File: src/rtl/pong_pkg.sv
// Screen geometry, game constants, position type and sequencer states shared by the Pong game path.
// Declarations only: no latency and no flow control.
package pong_pkg;

    localparam int H_ACTIVE     = 640;
    localparam int V_ACTIVE     = 480;
    localparam int PADDLE_W     = 8;
    localparam int PADDLE_H     = 64;
    localparam int PADDLE_STEP  = 4;
    localparam int BALL_SIZE    = 8;
    localparam int BALL_SPEED   = 2;
    localparam int P1_X         = 16;
    localparam int P2_X         = 616;
    localparam int SERVE_FRAMES = 60;
    localparam int SCORE_MAX    = 9;

    typedef logic [9:0]  pos_t;
    typedef logic [10:0] wpos_t;

    typedef enum logic [2:0] {
        ST_IDLE,
        ST_LATCH,
        ST_PADDLES,
        ST_BALL,
        ST_COLLIDE,
        ST_SCORE,
        ST_SERVE,
        ST_HALT
    } state_t;

    localparam pos_t PAD_Y_MAX   = pos_t'(V_ACTIVE - PADDLE_H);
    localparam pos_t BALL_Y_MAX  = pos_t'(V_ACTIVE - BALL_SIZE);
    localparam pos_t BALL_X_MISS = pos_t'(H_ACTIVE - BALL_SIZE - BALL_SPEED);
    localparam pos_t PAD_Y_INIT  = pos_t'((V_ACTIVE - PADDLE_H) / 2);
    localparam pos_t BALL_X_INIT = pos_t'((H_ACTIVE - BALL_SIZE) / 2);
    localparam pos_t BALL_Y_INIT = pos_t'((V_ACTIVE - BALL_SIZE) / 2);

    function automatic wpos_t widen(input pos_t p);
        return {1'b0, p};
    endfunction

    // Inclusive left/top, exclusive right/bottom; 11-bit sums so edges near 1023 cannot wrap.
    function automatic logic in_rect(input pos_t x, input pos_t y, input pos_t rx, input pos_t ry,
                                     input int w, input int h);
        return (widen(x) >= widen(rx)) && (widen(x) < widen(rx) + wpos_t'(w)) &&
               (widen(y) >= widen(ry)) && (widen(y) < widen(ry) + wpos_t'(h));
    endfunction

endpackage

File: src/rtl/pong_renderer.sv
// Pixel classifier: flags pixels inside either paddle or the ball; one-cycle registered latency.
// No backpressure: a new xpix/ypix pair is accepted every cycle.
module pong_renderer
    import pong_pkg::*;
(
    input  logic       clk,
    input  logic       rst,
    input  logic [9:0] xpix,
    input  logic [9:0] ypix,
    input  logic [9:0] pad1_y,
    input  logic [9:0] pad2_y,
    input  logic [9:0] ball_x,
    input  logic [9:0] ball_y,
    output logic       pixval
);

    logic active;
    logic hit;

    always_comb begin
        active = (widen(xpix) < wpos_t'(H_ACTIVE)) && (widen(ypix) < wpos_t'(V_ACTIVE));
        hit    = in_rect(xpix, ypix, pos_t'(P1_X), pad1_y, PADDLE_W, PADDLE_H) ||
                 in_rect(xpix, ypix, pos_t'(P2_X), pad2_y, PADDLE_W, PADDLE_H) ||
                 in_rect(xpix, ypix, ball_x, ball_y, BALL_SIZE, BALL_SIZE);
    end

    always_ff @(posedge clk) begin
        if (rst) begin
            pixval <= 1'b0;
        end else begin
            pixval <= active && hit;
        end
    end

endmodule

File: src/rtl/pong_game_scheduler.sv
// Pong game-state sequencer: one paddle/ball/score update per frame, run only in vertical blanking.
// Latency: state settles 7 cycles after the start-of-vblank pixel; pixval 1 cycle; no backpressure.
module pong_game_scheduler
    import pong_pkg::*;
(
    input  logic       clk,
    input  logic       rst,
    input  logic [9:0] xpix,
    input  logic [9:0] ypix,
    input  logic       btn_up1,
    input  logic       btn_dn1,
    input  logic       btn_up2,
    input  logic       btn_dn2,
    output logic       pixval,
    output logic       altcolor,
    output logic [3:0] score1,
    output logic [3:0] score2,
    output logic       game_over
);

    localparam logic [3:0] SMAX       = 4'(SCORE_MAX);
    localparam logic [5:0] SERVE_INIT = 6'(SERVE_FRAMES);

    logic [3:0] btn_meta, btn_sync, btn_lat;
    logic       frame_tick;
    state_t     state;
    logic [5:0] serve_cnt;
    pos_t       pad1_y, pad2_y, ball_x, ball_y;
    logic       dx_right, dy_down;
    pos_t       bx_mv, by_mv;
    logic       dy_mv;
    logic       ovl1, ovl2, hit_l, hit_r, miss_l, miss_r;

    function automatic pos_t move_pad(input pos_t y, input logic up, input logic dn);
        pos_t r;
        r = y;
        if (up && !dn) begin
            r = (y < pos_t'(PADDLE_STEP)) ? '0 : y - pos_t'(PADDLE_STEP);
        end else if (dn && !up) begin
            r = (widen(y) + wpos_t'(PADDLE_STEP) > widen(PAD_Y_MAX)) ? PAD_Y_MAX
                                                                     : y + pos_t'(PADDLE_STEP);
        end
        return r;
    endfunction

    always_ff @(posedge clk) begin
        if (rst) begin
            btn_meta   <= '0;
            btn_sync   <= '0;
            frame_tick <= 1'b0;
        end else begin
            btn_meta   <= {btn_up1, btn_dn1, btn_up2, btn_dn2};
            btn_sync   <= btn_meta;
            frame_tick <= (xpix == '0) && (ypix == pos_t'(V_ACTIVE));
        end
    end

    // Horizontal motion stops at 0 so a ball leaving the left edge is still seen as a miss.
    always_comb begin
        bx_mv = ball_x;
        by_mv = ball_y;
        dy_mv = dy_down;
        if (dx_right) begin
            bx_mv = ball_x + pos_t'(BALL_SPEED);
        end else begin
            bx_mv = (ball_x < pos_t'(BALL_SPEED)) ? '0 : ball_x - pos_t'(BALL_SPEED);
        end
        if (dy_down) begin
            if (widen(ball_y) + wpos_t'(BALL_SPEED) > widen(BALL_Y_MAX)) begin
                by_mv = BALL_Y_MAX;
                dy_mv = 1'b0;
            end else begin
                by_mv = ball_y + pos_t'(BALL_SPEED);
            end
        end else if (ball_y < pos_t'(BALL_SPEED)) begin
            by_mv = '0;
            dy_mv = 1'b1;
        end else begin
            by_mv = ball_y - pos_t'(BALL_SPEED);
        end
    end

    always_comb begin
        ovl1   = (widen(ball_y) + wpos_t'(BALL_SIZE) > widen(pad1_y)) &&
                 (widen(ball_y) < widen(pad1_y) + wpos_t'(PADDLE_H));
        ovl2   = (widen(ball_y) + wpos_t'(BALL_SIZE) > widen(pad2_y)) &&
                 (widen(ball_y) < widen(pad2_y) + wpos_t'(PADDLE_H));
        hit_l  = !dx_right && ovl1 &&
                 (widen(ball_x) <= wpos_t'(P1_X + PADDLE_W)) &&
                 (widen(ball_x) + wpos_t'(BALL_SIZE) > wpos_t'(P1_X));
        hit_r  = dx_right && ovl2 &&
                 (widen(ball_x) + wpos_t'(BALL_SIZE) >= wpos_t'(P2_X)) &&
                 (widen(ball_x) < wpos_t'(P2_X + PADDLE_W));
        miss_l = !dx_right && (ball_x < pos_t'(BALL_SPEED));
        miss_r = dx_right && (ball_x > BALL_X_MISS);
    end

    always_ff @(posedge clk) begin
        if (rst) begin
            state     <= ST_SERVE;
            serve_cnt <= SERVE_INIT;
            btn_lat   <= '0;
            pad1_y    <= PAD_Y_INIT;
            pad2_y    <= PAD_Y_INIT;
            ball_x    <= BALL_X_INIT;
            ball_y    <= BALL_Y_INIT;
            dx_right  <= 1'b1;
            dy_down   <= 1'b1;
            score1    <= '0;
            score2    <= '0;
            altcolor  <= 1'b1;
            game_over <= 1'b0;
        end else begin
            case (state)
                ST_IDLE: begin
                    if (frame_tick) state <= ST_LATCH;
                end
                ST_LATCH: begin
                    btn_lat <= btn_sync;
                    state   <= ST_PADDLES;
                end
                ST_PADDLES: begin
                    pad1_y <= move_pad(pad1_y, btn_lat[3], btn_lat[2]);
                    pad2_y <= move_pad(pad2_y, btn_lat[1], btn_lat[0]);
                    state  <= ST_BALL;
                end
                ST_BALL: begin
                    ball_x  <= bx_mv;
                    ball_y  <= by_mv;
                    dy_down <= dy_mv;
                    state   <= ST_COLLIDE;
                end
                ST_COLLIDE: begin
                    if (hit_l) begin
                        ball_x   <= pos_t'(P1_X + PADDLE_W);
                        dx_right <= 1'b1;
                    end else if (hit_r) begin
                        ball_x   <= pos_t'(P2_X - BALL_SIZE);
                        dx_right <= 1'b0;
                    end
                    state <= ST_SCORE;
                end
                ST_SCORE: begin
                    if (miss_l || miss_r) begin
                        ball_x    <= BALL_X_INIT;
                        ball_y    <= BALL_Y_INIT;
                        dx_right  <= miss_r;
                        serve_cnt <= SERVE_INIT;
                        altcolor  <= 1'b1;
                        if (miss_l && score2 < SMAX) score2 <= score2 + 4'd1;
                        if (miss_r && score1 < SMAX) score1 <= score1 + 4'd1;
                        if ((miss_l && score2 >= SMAX - 4'd1) || (miss_r && score1 >= SMAX - 4'd1)) begin
                            game_over <= 1'b1;
                            state     <= ST_HALT;
                        end else begin
                            state <= ST_SERVE;
                        end
                    end else begin
                        state <= ST_IDLE;
                    end
                end
                ST_SERVE: begin
                    if (frame_tick) begin
                        if (serve_cnt <= 6'd1) begin
                            serve_cnt <= '0;
                            altcolor  <= 1'b0;
                            state     <= ST_IDLE;
                        end else begin
                            serve_cnt <= serve_cnt - 6'd1;
                        end
                    end
                end
                ST_HALT: begin
                    state <= ST_HALT;
                end
                default: state <= ST_IDLE;
            endcase
        end
    end

    pong_renderer u_renderer (
        .clk    (clk),
        .rst    (rst),
        .xpix   (xpix),
        .ypix   (ypix),
        .pad1_y (pad1_y),
        .pad2_y (pad2_y),
        .ball_x (ball_x),
        .ball_y (ball_y),
        .pixval (pixval)
    );

endmodule

File: config.mk
export PLATFORM = sky130hd
export DESIGN_NAME = pong_game_scheduler
export DESIGN_NICKNAME = d
export VERILOG_FILES = /design/src/rtl/pong_pkg.sv /design/src/rtl/pong_renderer.sv /design/src/rtl/pong_game_scheduler.sv
export SDC_FILE = /design/constraint.sdc
export NUM_CORES = 1
export LEC_CHECK = 0
export CAP_MARGIN = 5
export CORE_UTILIZATION = 40
export DETAILED_ROUTE_END_ITERATION = 7
export GPL_ROUTABILITY_DRIVEN = 0
export REMOVE_ABC_BUFFERS = 1
export SYNTH_ARGS = -nofsm -noshare
export SYNTH_HDL_FRONTEND = slang
export SYNTH_SLANG_ARGS = --single-unit
File: constraint.sdc
create_clock -name clk -period 4.3 [get_ports clk]
set_input_delay 1.29 -clock clk [delete_from_list [all_inputs] [get_ports clk]]
set_output_delay 1.29 -clock clk [all_outputs]
set_load 0.02 [all_outputs]
After elaboration in Yosys (flattened, before gate mapping)
Cells that the tools add are included.
{ "word_totals": {"regBits": 75, "input_bits": 26, "out_inout_bits": 11, "wordCells": 181} }
{ "classes": {"n_addsub": 18, "magnitude_cmp": 35, "eq_ne": 13, "mux": 40, "n_reduce_logical": 58} }
{ "ops": {"columns": ["operator", "n"], "rows": [
  ["$mux W10", 17],
  ["$lt A10 B11 Y1", 6],
  ["$ge A10 B10 Y1", 4],
  ["$gt A11 B9 Y1 const B", 3],
  ["$logic_and A1 B1 Y1", 30],
  ["$lt A10 B10 Y1 const B", 3],
  ["$pmux W10 S3", 1],
  ["$pmux W3 S8", 1],
  ["$add A10 B3 Y11 const B", 2],
  ["$add A10 B4 Y11 const B", 2],
  ["$add A10 B7 Y11 const B", 2],
  ["$gt A11 B10 Y1", 2],
  ["$reduce_and A3 Y1", 7],
  ["$add A10 B2 Y10 const B", 2],
  ["$add A10 B3 Y10 const B", 2],
  ["$lt A10 B2 Y1 const B", 2],
  ["$lt A10 B3 Y1 const B", 2],
  ["$pmux W10 S2", 1],
  ["$sub A10 B2 Y10 const B", 2],
  ["$sub A10 B3 Y10 const B", 2],
  ["$mux W6", 3],
  ["$eq A3 B3 Y1 const B", 4],
  ["$mux W3", 4],
  ["$pmux W6 S2", 1],
  ["other kinds (29)", 59]
]} }

Logic depth before layout (Yosys ltp)
Gate-level depths: netlist of the first run.
{ "logic_depth": {"ltp_word": 9, "ltp_mapped": 13, "ltp_nobuf": 12} }

Modules after synthesis
From an unflattened synthesis of the first run, not the netlist that was laid out.
{ "unflattened": {"hier_cells": 1007, "area_unflattened_um2": 7663.6} }
{ "by_module_without_submodules": {"columns": ["module", "n_inst", "cells_per_inst", "area_each_um2", "seq_area_each_um2"], "rows": [
  ["pong_game_scheduler", 1, 749, 5746.8, 1361.3],
  ["pong_renderer", 1, 258, 1916.8, 20.0]
]} }

Worst setup path after synthesis of the first run
No wires, ideal clock.
{ "synth_path": {"path_type": "register -> register", "from": "register ball_y[6]", "to": "register ball_x[2]", "setup_time_ps": 120, "arrival_ps": 3500, "required_time_ps": 4180, "slack_ps": 680, "stages_incl_launch_ff": 13, "path_buffers": 1, "synth_period_minus_slack_ps": 3620, "path_cell_list": "dfxtp_1 buf_1 inv_1 nor4_1 xnor2_1 ha_1 and4b_1 a32oi_1 nor2_1 or4b_4 a2111oi_4 o21bai_4 a211o_1"} }
{ "synth_via": {"elab_chain_len": 8, "word_cells_on_any_way": 17, "classes_between": "1 x add/sub; 4 x order compare; 1 x eq/ne; 2 x mux; 9 x reduce/logical"} }
{ "synth_lines": {"columns": ["element", "line_no", "source"], "rows": [
  ["start, declared", "pong_game_scheduler.sv:28", "pos_t pad1_y, pad2_y, ball_x, ball_y;"],
  ["start signal, assigned", "pong_game_scheduler.sv:129", "ball_y <= by_mv;"],
  ["$add A10 B4 Y11", "pong_game_scheduler.sv:84, pong_game_scheduler.sv:86", null],
  ["$gt A11 B10 Y1 (on tied branches)", "pong_game_scheduler.sv:84, pong_game_scheduler.sv:86", null],
  ["$logic_and A1 B1 Y1 (on tied branches)", "pong_game_scheduler.sv:84, pong_game_scheduler.sv:86", null],
  ["$logic_and A1 B1 Y1 (on tied branches) (2 in a row)", "pong_game_scheduler.sv:88, pong_game_scheduler.sv:91", null],
  ["$logic_and A1 B1 Y1 (on tied branches)", "pong_game_scheduler.sv:89, pong_game_scheduler.sv:92", null],
  ["$ne A3 B3 Y1 (no line) / $mux W10 (equally long branches)", null, null],
  ["$reduce_and A3 Y1 (no line) / $pmux W10 S3 (equally long branches)", null, null],
  ["end signal, assigned", "pong_game_scheduler.sv:128", "ball_x <= bx_mv;"],
  ["end signal, assigned", "pong_game_scheduler.sv:135", "ball_x <= pos_t'(P1_X + PADDLE_W);"],
  ["end signal, assigned", "pong_game_scheduler.sv:138", "ball_x <= pos_t'(P2_X - BALL_SIZE);"],
  ["end, declared", "pong_game_scheduler.sv:28", null]
]} }
Several ways; a longest one is shown, not always the timed one.
A chain may end at the register's enable or synchronous reset.

Worst setup path after layout of the first run
{ "layout_path": {"from": "register ball_y[3]", "to": "register ball_x[8]"} }
The elaborated chain is that of the path after synthesis.

==> results of run 1 <==
==> Yosys cell counts (all sizes together) (16+ instances only) <==
master  number  area [µm²]
dfxtp       69        1380
nor2        71         267
buf         20         119
clkbuf      25        93.8
a21oi       59         295
nand2       59         221
o21ai       65         325
nand3       30         150
ha         114        1430
nand2b      16         100
nor3        27         151
inv         72         270
xnor2       30         263
nor2b       16         100
==> how the worst min path moves through the flow <==
stage / startpoint / depth (start not counted) / to / slack, ps
after global routing: btn_meta[1] / 1 / btn_sync[1] / 450
after global placement: btn_meta[1] / 1 / btn_sync[1] / 420
after floorplan: btn_meta[0] / 1 / btn_sync[0] / 410
after detailed placement: btn_meta[3] / 1 / btn_sync[3] / 430
final: btn_meta[3] / 1 / btn_sync[3] / 440
after CTS: btn_meta[3] / 1 / btn_sync[3] / 440
==> layer usage <==
layer	global-route usage (%)	part of all wire [%]	vias up
met1	30.7	48	3067
met2	35.8	45	187
met3	4.27	5.8	25
met5	0	0	-
li1	-	-	3304
met4	6.87	1.9	0
==> worst max-delay path: stages (launching register included) <==
cell and delay [ps]:
sky130_fd_sc_hd__dfxtp_1 660, sky130_fd_sc_hd__nand2_1 230, sky130_fd_sc_hd__nor4_1 460, sky130_fd_sc_hd__xnor2_1 230, sky130_fd_sc_hd__ha_1 290, sky130_fd_sc_hd__and4b_1 200, sky130_fd_sc_hd__a32oi_1 190, sky130_fd_sc_hd__nor2_1 70
sky130_fd_sc_hd__or4b_4 550, sky130_fd_sc_hd__a2111oi_4 380, sky130_fd_sc_hd__o21bai_4 170, sky130_fd_sc_hd__a211o_1 320
==> cells in the final DEF, fill, tap and decap left out, types with 12 or more instances in the layout <==
cell type / instances
sky130_fd_sc_hd__ha_1: 114
sky130_fd_sc_hd__inv_1: 72
sky130_fd_sc_hd__nor2_1: 71
sky130_fd_sc_hd__dfxtp_1: 69
sky130_fd_sc_hd__o21ai_0: 64
sky130_fd_sc_hd__nand2_1: 59
sky130_fd_sc_hd__a21oi_1: 59
sky130_fd_sc_hd__clkdlybuf4s50_1: 35
sky130_fd_sc_hd__xnor2_1: 30
sky130_fd_sc_hd__nand3_1: 30
sky130_fd_sc_hd__nor3_1: 25
sky130_fd_sc_hd__nand2b_1: 16
sky130_fd_sc_hd__nor2b_1: 16
sky130_fd_sc_hd__and3_1: 14
sky130_fd_sc_hd__mux2i_1: 14
sky130_fd_sc_hd__nor4_1: 12
sky130_fd_sc_hd__o21a_1: 12
==> layout make-up <==
class | instances | area [µm²]
clock buffers | 12 | 256
clock inverters | 3 | 21.3
fillers | 1697 | 9100
inverters | 73 | 274
multi-input cells | 707 | 5110
flip-flops and latches | 69 | 1380
well taps | 220 | 275
repair buffers | 42 | 400
==> power by group through the flow <==
stage                     clock, mW  sequential, mW  combinational, mW
final                         0.697           0.644              0.106
after global routing          0.743           0.644              0.120
after floorplan                   0           0.658             0.0456
after CTS                     0.715           0.644              0.106
after detailed placement          0           0.658              0.105
after global placement            0           0.658              0.104
==> flip-flops by register name, indices dropped and copies added, names as in the netlist, 6 cells and up <==
name,count
ball_y,9
pad2_y,8
serve_cnt,6
pad1_y,8
ball_x,9
==> metrics by stage <==
| step | total power [mW] | util, % |
|---|---|---|
| 4_1_cts | 1.46 | 45.9 |
| 6_report | 1.45 | 45.9 |
| 2_1_floorplan | 0.703 | - |
| 5_1_grt | 1.51 | 45.9 |
| 3_3_place_gp | 0.762 | 44.3 |
| 3_5_place_dp | 0.763 | 44.3 |
==> cells by family (layout without fill, tap and decap cells) <==
kind of cell | count (synthesis) | count (layout) | share of synthesized area, %
mux | 15 | 15 | 2.17
simple gates | 286 | 286 | 21.2
xor+xnor | 35 | 35 | 4.39
fa+ha+maj | 114 | 114 | 20.4
flops | 69 | 69 | 19.8
compound gates | 257 | 257 | 25.1
buf+inv | 118 | 130 | 6.97
==> summary.md, run 1 <==
The first global-routing pass estimated 32.3 mm of wire. 37 I/O pins were placed. The final hold slack was 436 ps; the final net count was 1042. The number of slew-limit violations in the final report was 0; the clock transition at the registers of the reported paths was 60 ps. The clock passes through at most 2 buffers.

Of the cells placed in the final design, the portion with a size suffix greater than 1 is 3.75%. Per report_power, the combinational group accounts for 7.3% of the total. The worst reg2reg path startpoint was ball_y[3]. After routing the design area is 7720 µm².

The share of synthesized flip-flops with an asynchronous set or reset is 0%. Summing over every cut layer, the via total after detailed routing is 6583. Across the routed clock network, the largest skew measured is 8.51 ps.

The worst pin sits at a relative slew slack of 46.9%. The largest fanout on the critical path works out to 15. In the synthesized netlist the dominant register cell turns out to be sky130_fd_sc_hd__dfxtp_1. Setup slack on the critical path of the routed design comes to 423 ps.

The cell depth of the worst flop-to-flop path works out to 11. The final period demand of the worst path came out at 3880 ps. The number of input and output port buffers inserted works out to 36. The static leakage is 3.15 nW. The synthesized design contains 0 enable-type register cells. The sequential-to-total area share from yosys stat was 19.8%. The nature of the critical path endpoint is a flip-flop. The tools report the end of the critical path as ball_x[8]. The total area inside the core boundary comes to 16800 µm².

The number of routed nets with antenna violations was 0. The reg-to-reg endpoint was ball_x[8]. The transition time at the pin with the least slew margin works out to 790 ps.

Post-CTS repair changed the size of 0 cells. Based on the critical path, the design can be clocked at up to 258 MHz. The number of search-and-repair iterations in the first detailed-routing pass was 5; the total global routing overflow was 0. The count of unique library cells instantiated by Yosys was 74; the final cell count without fillers was 1126. The clock drives 69 sinks.

The wire-length estimate of the detail-placed layout is 15.2 mm. The setup check on the worst reg-to-reg path leaves a slack of 420 ps. The tools report the number of post-CTS setup repair buffers as 0.

Across the run, the number of max-cap violations was 0. The cell sitting at the root of the clock tree is a sky130_fd_sc_hd__clkbuf_16. For this run, the number of Yosys warnings is 0. After detailed placement, the total cell area comes to 7440 µm². At the worst endpoint, the arrival time is 4100 ps.

The initial core utilization was 41.5%; the y dimension of the die was 134 µm. The vias per cell is 5.85. Buffers inserted to repair hold after CTS numbered 0. The H-tree was split into 3 levels. The number of hold violations in the final report was 0. The number of antenna violations at the first check in global routing is 0, and the areal power density over the cells is 187 nW/µm².

TritonCTS built the clock tree. The number of synthesized register bits is 69. Internal power comes to 1.11 mW.

The per-cell routed wire length is 17.3 µm. VDD sags by at most 0.184 mV. Averaged over all synthesized cells, the footprint is 7.81 µm². Entering global routing, the biggest net connects 46 pins.

Kind of critical path: reg2reg. The die is 134 µm wide. After the first detailed-routing iteration, the DRC count stood at 429.

The proportion of total power due to net switching was 23.2%; the number of core rows was 47. After detailed routing, the number of remaining DRC violations is 0. STA classifies the critical path startpoint as a flip-flop.

The flow ran to the end, and the final reports show no timing, DRC or antenna violations. The later pin in the worst-skew pair is clocked with a latency of 340 ps. Setup repair after global routing left no endpoint under its margin. The count of placed standard cells including taps is 1111. Summing every instance area after synthesis gives 6980 µm². The repair_antennas step left the layout with diodes totalling 0. Summed over all layers, the routed wires come to 19.5 mm. The worst hold path belongs to the class reg2reg. Counting every instance in the synthesized netlist gives 894. The floorplan step defined a die boundary enclosing 18000 µm². Registers are responsible for 44.5% of the overall power. The tools report the via count of the first global-routing pass as 6220. Portion of the clock cycle consumed by the worst path in the final layout: 90.2%.

For this design the total switching power over the nets is 336 µW. The tools report the clock power share as 48.2%. The critical path launch point was ball_y[3].

In this run, CTS created clock tree buffers numbering 9. The relative area change from synthesis to final layout works out to 10.6%. At the placement stage, the worst setup path has a slack of 443 ps. For the worst endpoint required time, the log shows 4530 ps. Global routing consumed, over all layers together, 22.5% of the routing resources. The accumulated negative setup slack is 0 ps, and the count of final setup violators is 0.
(Power assumes the default switching activity.)
==> inputs of run 2 (changes only) <==
--- a/config.mk
+++ b/config.mk
@@ -6,7 +6,7 @@
 export NUM_CORES = 1
 export LEC_CHECK = 0
 export CAP_MARGIN = 5
-export CORE_UTILIZATION = 40
+export CORE_UTILIZATION = 32
 export DETAILED_ROUTE_END_ITERATION = 7
 export GPL_ROUTABILITY_DRIVEN = 0
 export REMOVE_ABC_BUFFERS = 1
==> run 2 against run 1 <==
First-iteration DRC count grew 26%. Sequential share of layout area down 0.21 points. Final cell count grew 5.0%. Critical path depth unchanged. Maximum frequency grew 1.9%. Sequential cell count unchanged. Largest power group unchanged.
==> summary.md, run 2 (synthesized netlist as in run 1, its figures left out) <==
The number of slew-limit violations in the final report is 0. The routed layout has 6576 vias. Combinational cells account for 7.1% of the total power. Setup violations remaining at the end of the flow were counted as 0.

For the multi-input gate area in the final layout, the log shows 5110 µm². The die is 150 µm tall. The power share of the sequential group came out at 42.6%.

The tools report the relative slew slack as 47.1%. The via count of the first global-routing pass was 6060. TritonCTS built the clock tree. The die width was 150 µm; the DRC marker count from the first detailed-route iteration was 540.

The die covers 22400 µm². The cell count of the worst hold path is 1, and the portion of the clock cycle consumed by the worst path in the final layout is 88.5%. Gates resized during post-CTS repair numbered 0. For the finished layout, the period the worst path requires is 3800 ps. The tools report the core occupancy in the finished layout as 36.8%.

The net count of the finished layout is 1042. The startpoint identified for the worst hold timing path is btn_meta[0]. The worst register-to-register path begins at ball_y[4].

The tools report the reg-to-reg endpoint as ball_x[8]. Kind of start point of the critical path: a flip-flop. The transition time at the pin with the least slew margin came out at 787 ps. In the layout the commonest cells are 114 x sky130_fd_sc_hd__ha_1, 72 x sky130_fd_sc_hd__inv_1, 71 x sky130_fd_sc_hd__nor2_1.

The antenna cell count was 0. Counting the buffers created by CTS gives 9. Clock tree synthesis found a total of 69 sinks. The run gives 5 as the number of search-and-repair iterations in the first detailed-routing pass. The logs give 32.4 mm for the global-route wire length before repair and 15.4 mm for the half-perimeter wire length of the detailed placement result. For this run, the top clock speed supported by timing is 263 MHz.

The setup slack on the worst flop-to-flop path was 500 ps. CTS placed an instance of sky130_fd_sc_hd__clkbuf_16 at the clock tree root. In the routed layout, each cell is associated on average with a via count of 5.56. Global routing finished with a remaining overflow of 0. The proportion of total power due to net switching works out to 24.0%. Registers take 1380 µm². Most common cell after layout, fill and taps aside: sky130_fd_sc_hd__ha_1.

In this run the static leakage power is 3.16 nW. The number of post-CTS setup repair buffers came out at 0. The kind of critical path is reg2reg.

The tools report the accumulated negative setup slack as 0 ps. The end point of the most critical hold path was btn_sync[0]. The number of cells on the worst reg-to-reg path is 11.

The clock power share is 50.3%, and the pin count of the biggest net entering global routing is 43. The switching component of the power was 363 µW. Worst hold path class: reg2reg. For the clock latency on the worst-skew pair, the log shows 340 ps. Setup repair after global routing left no endpoint under its margin. The per-cell routed wire length was 16.8 µm.

The number of routed nets with antenna violations is 0, and the number of core rows is 53. STA classifies the critical path endpoint as a flip-flop. After clock tree synthesis, the clock-pin slew on the worst setup and hold paths is 60 ps. The largest registers in the layout are ball_x (9), ball_y (9). The count of buffers added on input and output ports is 36. In this run the standard cell core region covers 21200 µm². Max-cap violations in this run came to 0. The worst-case clock skew is 11.5 ps, and the areal power density over the cells is 193 nW/µm².

The buffer depth of the longest clock path is 2, and the number of DRC violations after detailed routing is 0. The number of hold violations in the final report was 0. The number of antenna violations at the first check in global routing was 0. The run finished with clean final reports. Of all nets on the critical path, the largest fanout is 11.

Once the floorplan was initialized, standard cells occupied 32.9% of the core. The relative area change from synthesis to final layout is 11.9%. The final hold slack is 435 ps, and the worst setup slack before clock tree synthesis is 471 ps. For the deepest level of the CTS H-tree, the log shows 3. The internal portion of the total power is 1.15 mW. In the post-route analysis, the smallest setup slack over all paths is 496 ps. Data on the critical path is required at its endpoint by 4530 ps. The run gives 37 as the number of top-level pins. The overall track demand over capacity in global routing was 18.3%; the share of layout cells above drive strength 1 was 3.86%. The logs give 19.9 mm for the final wirelength and 0.172 mV for the largest voltage drop on the vdd net. Data on the critical path arrives at its endpoint at 4040 ps. In this run, post-CTS hold repair placed 0 buffers. Fill cell instance count of the final layout: 2221.
-- run 2: cell types whose count changed in the layout (fill, tap and decap cells not counted) --
cell	before	now
sky130_fd_sc_hd__clkbuf_8	2	0
sky130_fd_sc_hd__clkinv_4	1	3
sky130_fd_sc_hd__bufinv_16	0	1
sky130_fd_sc_hd__clkinvlp_4	1	0
sky130_fd_sc_hd__inv_8	0	1
-- run 2: cell type report --
type                            count  area share (%)
Multi-Input combinational cell    707            65.4
Sequential cell                    69            17.7
Timing Repair Buffer               42            5.12
Tap cell                          275            4.40
Inverter                           73            3.51
Clock buffer                       10            2.93
Clock inverter                      6           0.929
-- run 2: worst max-delay path, stage by stage, from the launching register on --
cell                        delay, ps
sky130_fd_sc_hd__dfxtp_1          580
sky130_fd_sc_hd__nand2_1          210
sky130_fd_sc_hd__nor4_1           480
sky130_fd_sc_hd__xnor2_1          240
sky130_fd_sc_hd__ha_1             300
sky130_fd_sc_hd__and4b_1          210
sky130_fd_sc_hd__a32oi_1          190
sky130_fd_sc_hd__nor2_1            80
sky130_fd_sc_hd__or4b_4           550
sky130_fd_sc_hd__a2111oi_4        370
sky130_fd_sc_hd__o21bai_4         170
sky130_fd_sc_hd__a211o_1          320
-- run 2: power by group through the flow --
stage	clock network [mW]	registers, mW	logic (mW)
2_1_floorplan	0	0.658	0.0456
3_3_place_gp	0	0.658	0.106
3_5_place_dp	0	0.658	0.107
4_1_cts	0.781	0.643	0.108
5_1_grt	0.812	0.643	0.122
6_report	0.759	0.643	0.107
-- run 2: worst max-delay path by stage --
| stage | from | to | cells after the start |
|---|---|---|---|
| floorplan | ball_y[5] | ball_x[2] | 11 |
| finish | ball_y[4] | ball_x[8] | 11 |
| global route | ball_y[4] | ball_x[8] | 11 |
| CTS | ball_y[4] | ball_x[8] | 11 |
| detailed placement | ypix[2] | u_renderer.pixval | 9 |
| global placement | ypix[2] | u_renderer.pixval | 9 |
-- run 2: stage by stage --
stage          power (mW)  area, µm²  instances
5_1_grt              1.58       7810       1182
4_1_cts              1.53       7810       1182
2_1_floorplan       0.703       6770        849
6_report             1.51       7810       1182
3_3_place_gp        0.764       7510       1166
3_5_place_dp        0.765       7510       1166
-- run 2: per-layer routing --
layer | up-vias | track usage, % | wire length (µm)
li1 | 3302 | - | -
met1 | 3075 | 25.6 | 9710
met2 | 168 | 28.0 | 8580
met3 | 31 | 3.90 | 1160
met4 | 0 | 5.35 | 415
met5 | - | 0 | 0
==> inputs of run 3 (changes only) <==
--- a/config.mk
+++ b/config.mk
@@ -6,10 +6,13 @@
 export NUM_CORES = 1
 export LEC_CHECK = 0
 export CAP_MARGIN = 5
-export CORE_UTILIZATION = 32
+export CORE_UTILIZATION = 60
+export CTS_BUF_LIST = sky130_fd_sc_hd__clkbuf_8
 export DETAILED_ROUTE_END_ITERATION = 7
 export GPL_ROUTABILITY_DRIVEN = 0
+export PLACE_DENSITY = 0.8
 export REMOVE_ABC_BUFFERS = 1
+export SLEW_MARGIN = 20
 export SYNTH_ARGS = -nofsm -noshare
 export SYNTH_HDL_FRONTEND = slang
 export SYNTH_SLANG_ARGS = --single-unit
==> run 3 against run 2 <==
Maximum frequency grew 0.44%. Clock power fell by 16%. Via count is 5.9% higher. Clock skew rose by 10 ps. Critical endpoint is now ball_x[2].
==> summary.md, run 3 (synthesized netlist as in run 1, its figures left out) <==
Between clock sinks in the finished design, the worst skew comes to 21.5 ps. From bottom edge to top edge, the die measures 110 µm. Setup slack on the critical path of the routed design comes to 513 ps. The number of resized instances in the post-cts repair step was 0. Number of input and output port buffers inserted: 36. The kind of start point of the critical path was a flip-flop. The number of antenna diodes in the final layout is 0. In the final layout, flip-flops and latches occupy 1380 µm².

Based on the critical path, the design can be clocked at up to 264 MHz. Before CTS, the worst setup slack after placement is 436 ps. The count of final setup violators came out at 0. The region available for standard cell placement spans 11400 µm². In this run the post-CTS setup repair buffer count came out at 0.

Summed over all failing endpoints, the final setup total negative slack is 0 ps. The via count of the first global-routing pass came out at 6406. In this run the count of I/O pins placed on the die edge is 37. The critical path's top delay family is simple AND/OR/NAND/NOR gates. Summing all multi-input logic gate instances after layout gives 5110 µm². Number of sinks handled by clock tree synthesis: 69.

The count of nets left with antenna violations once routing finished came out at 0. The detailed router finished its first iteration with 780 violations. Number of vias after detailed routing: 6965. The logs give 3.12 nW for the static leakage and 2 for the buffer depth of the longest clock path. The post-route netlist has 3.97% of its cells at a drive strength greater than 1. In the routed design, unresolved DRC markers number 0. After the last flow step, the layout net total stands at 1042. The tools report the global-route wire length before repair as 30.9 mm.

VDD sags by at most 0.221 mV. In the routed layout, each cell is associated on average with a via count of 6.63. Of all nets on the critical path, the largest fanout is 11.

The floorplan step set the die width to 110 µm. The fill cell instance count of the final layout is 988, and the per-cell routed wire length is 18.3 µm. Clock-pin slew was measured on the worst setup and hold paths at 90 ps.

The area growth from synthesis to layout is 8.53%. Once layout is complete, the utilization of the core stands at 66.6%. The finished layout holds 1050 standard cells, fillers aside. The finished cells cover 7580 µm².

The floorplan has 39 rows. In this run, post-CTS hold repair placed 0 buffers. Across every metal layer, demand over resource in global routing totals 32.7%.

In the final layout, the registers with the most flip-flops are ball_x (9), ball_y (9). The logs give 1 for the number of antenna violations at the first check in global routing and 7 for the number of search-and-repair iterations in the first detailed-routing pass. For the pin with the worst max-slew slack, the measured transition is 785 ps. The number of slew-limit violations in the final report is 0, and the deepest level of the CTS H-tree is 3. The worst hold path class is reg2reg. For the clock latency on the worst-skew pair, the log shows 380 ps. The die covers 12100 µm².

The logs give 7350 µm² for the area after detailed placement and 1.39 mW for the total power. Once detailed placement completed, the half-perimeter wirelength came to 14.7 mm. Once the floorplan was initialized, standard cells occupied 61.4% of the core. The library cell used most frequently in the layout, excluding fill and tap cells, is sky130_fd_sc_hd__ha_1.

Among all stages on the critical path, the largest delay is contributed by sky130_fd_sc_hd__dfxtp_1. Summed over all layers, the global routing overflow is 0. After detailed routing, the total wire length is 19.2 mm. The number of hold violations in the final report came out at 0.

After detailed placement, the design holds a cell count of 1034. The combined buffer and inverter count along the critical path is 0, and the worst endpoint required time is 4560 ps. The final period demand of the worst path is 3790 ps, and the max capacitance violation total is 0.

On the worst path, the slowest cell contributes a delay of 560 ps. The run finished with clean final reports. The signal on the critical path passes through nand2_1, nor4_1, xnor2_1, ha_1, and4b_1, a32oi_1, nor2_1, or4b_4, a2111oi_4, o21bai_4, a211o_1. The worst pin sits at a relative slew slack of 47.2%. Dividing total power by cell area gives a power density of 183 nW/µm². In this run the clock root is driven by a sky130_fd_sc_hd__clkbuf_8.

TritonCTS built the clock tree. The kind of critical path was reg2reg. Across all hold checks on the routed design, the worst slack comes to 443 ps. Data arrives at the worst endpoint at 4040 ps.

STA classifies the critical path endpoint as a flip-flop. Entering global routing, the biggest net connects 36 pins. The worst path uses 88.1% of the clock period. Clock tree synthesis inserted a total of 9 buffers.

Setup repair after global routing left no endpoint under its margin. In the layout the commonest cells are 114 x sky130_fd_sc_hd__ha_1, 72 x sky130_fd_sc_hd__inv_1, 71 x sky130_fd_sc_hd__nor2_1.
run 3: worst paths after layout:
kind                                    end        start  slack (ps)  depth (start not counted)
worst max register to register    ball_x[2]    ball_y[4]         510                         11
worst min-delay path            btn_sync[1]  btn_meta[1]         440                          1
worst min register to register  btn_sync[1]  btn_meta[1]         440                          1
worst max-delay path              ball_x[2]    ball_y[4]         510                         11
run 3: routing by layer:
layer	wire [µm]	track usage, %	vias up
li1	-	-	3295
met1	8070	40.6	3218
met2	8810	54.2	383
met3	1600	7.17	69
met4	739	14.2	0
met5	0	0	-
run 3: power breakdown:
part           switching, mW  total, mW  internal (mW)  leakage [nW]
combinational         0.0577      0.107         0.0494          2.45
sequential          0.000862      0.643          0.642         0.558
clock                  0.302      0.637          0.336         0.112
run 3: cell type report:
| type | instances | share of cell area [%] |
|---|---|---|
| flip-flops and latches | 69 | 18.2 |
| clock inverters | 7 | 1.39 |
| inverters | 73 | 3.62 |
| clock buffers | 9 | 1.64 |
| well taps | 143 | 2.36 |
| repair buffers | 42 | 5.28 |
| multi-input cells | 707 | 67.5 |
run 3: worst register-to-register path, delay by kind of cell, from the launching register on:
kind                     cells  cell delay (ps)
AO/OA/AOI/OAI                4             1060
XOR/XNOR                     1              260
adder cells (fa/ha/maj)      1              300
AND/OR/NAND/NOR              5             1500
flip-flops                   1              560
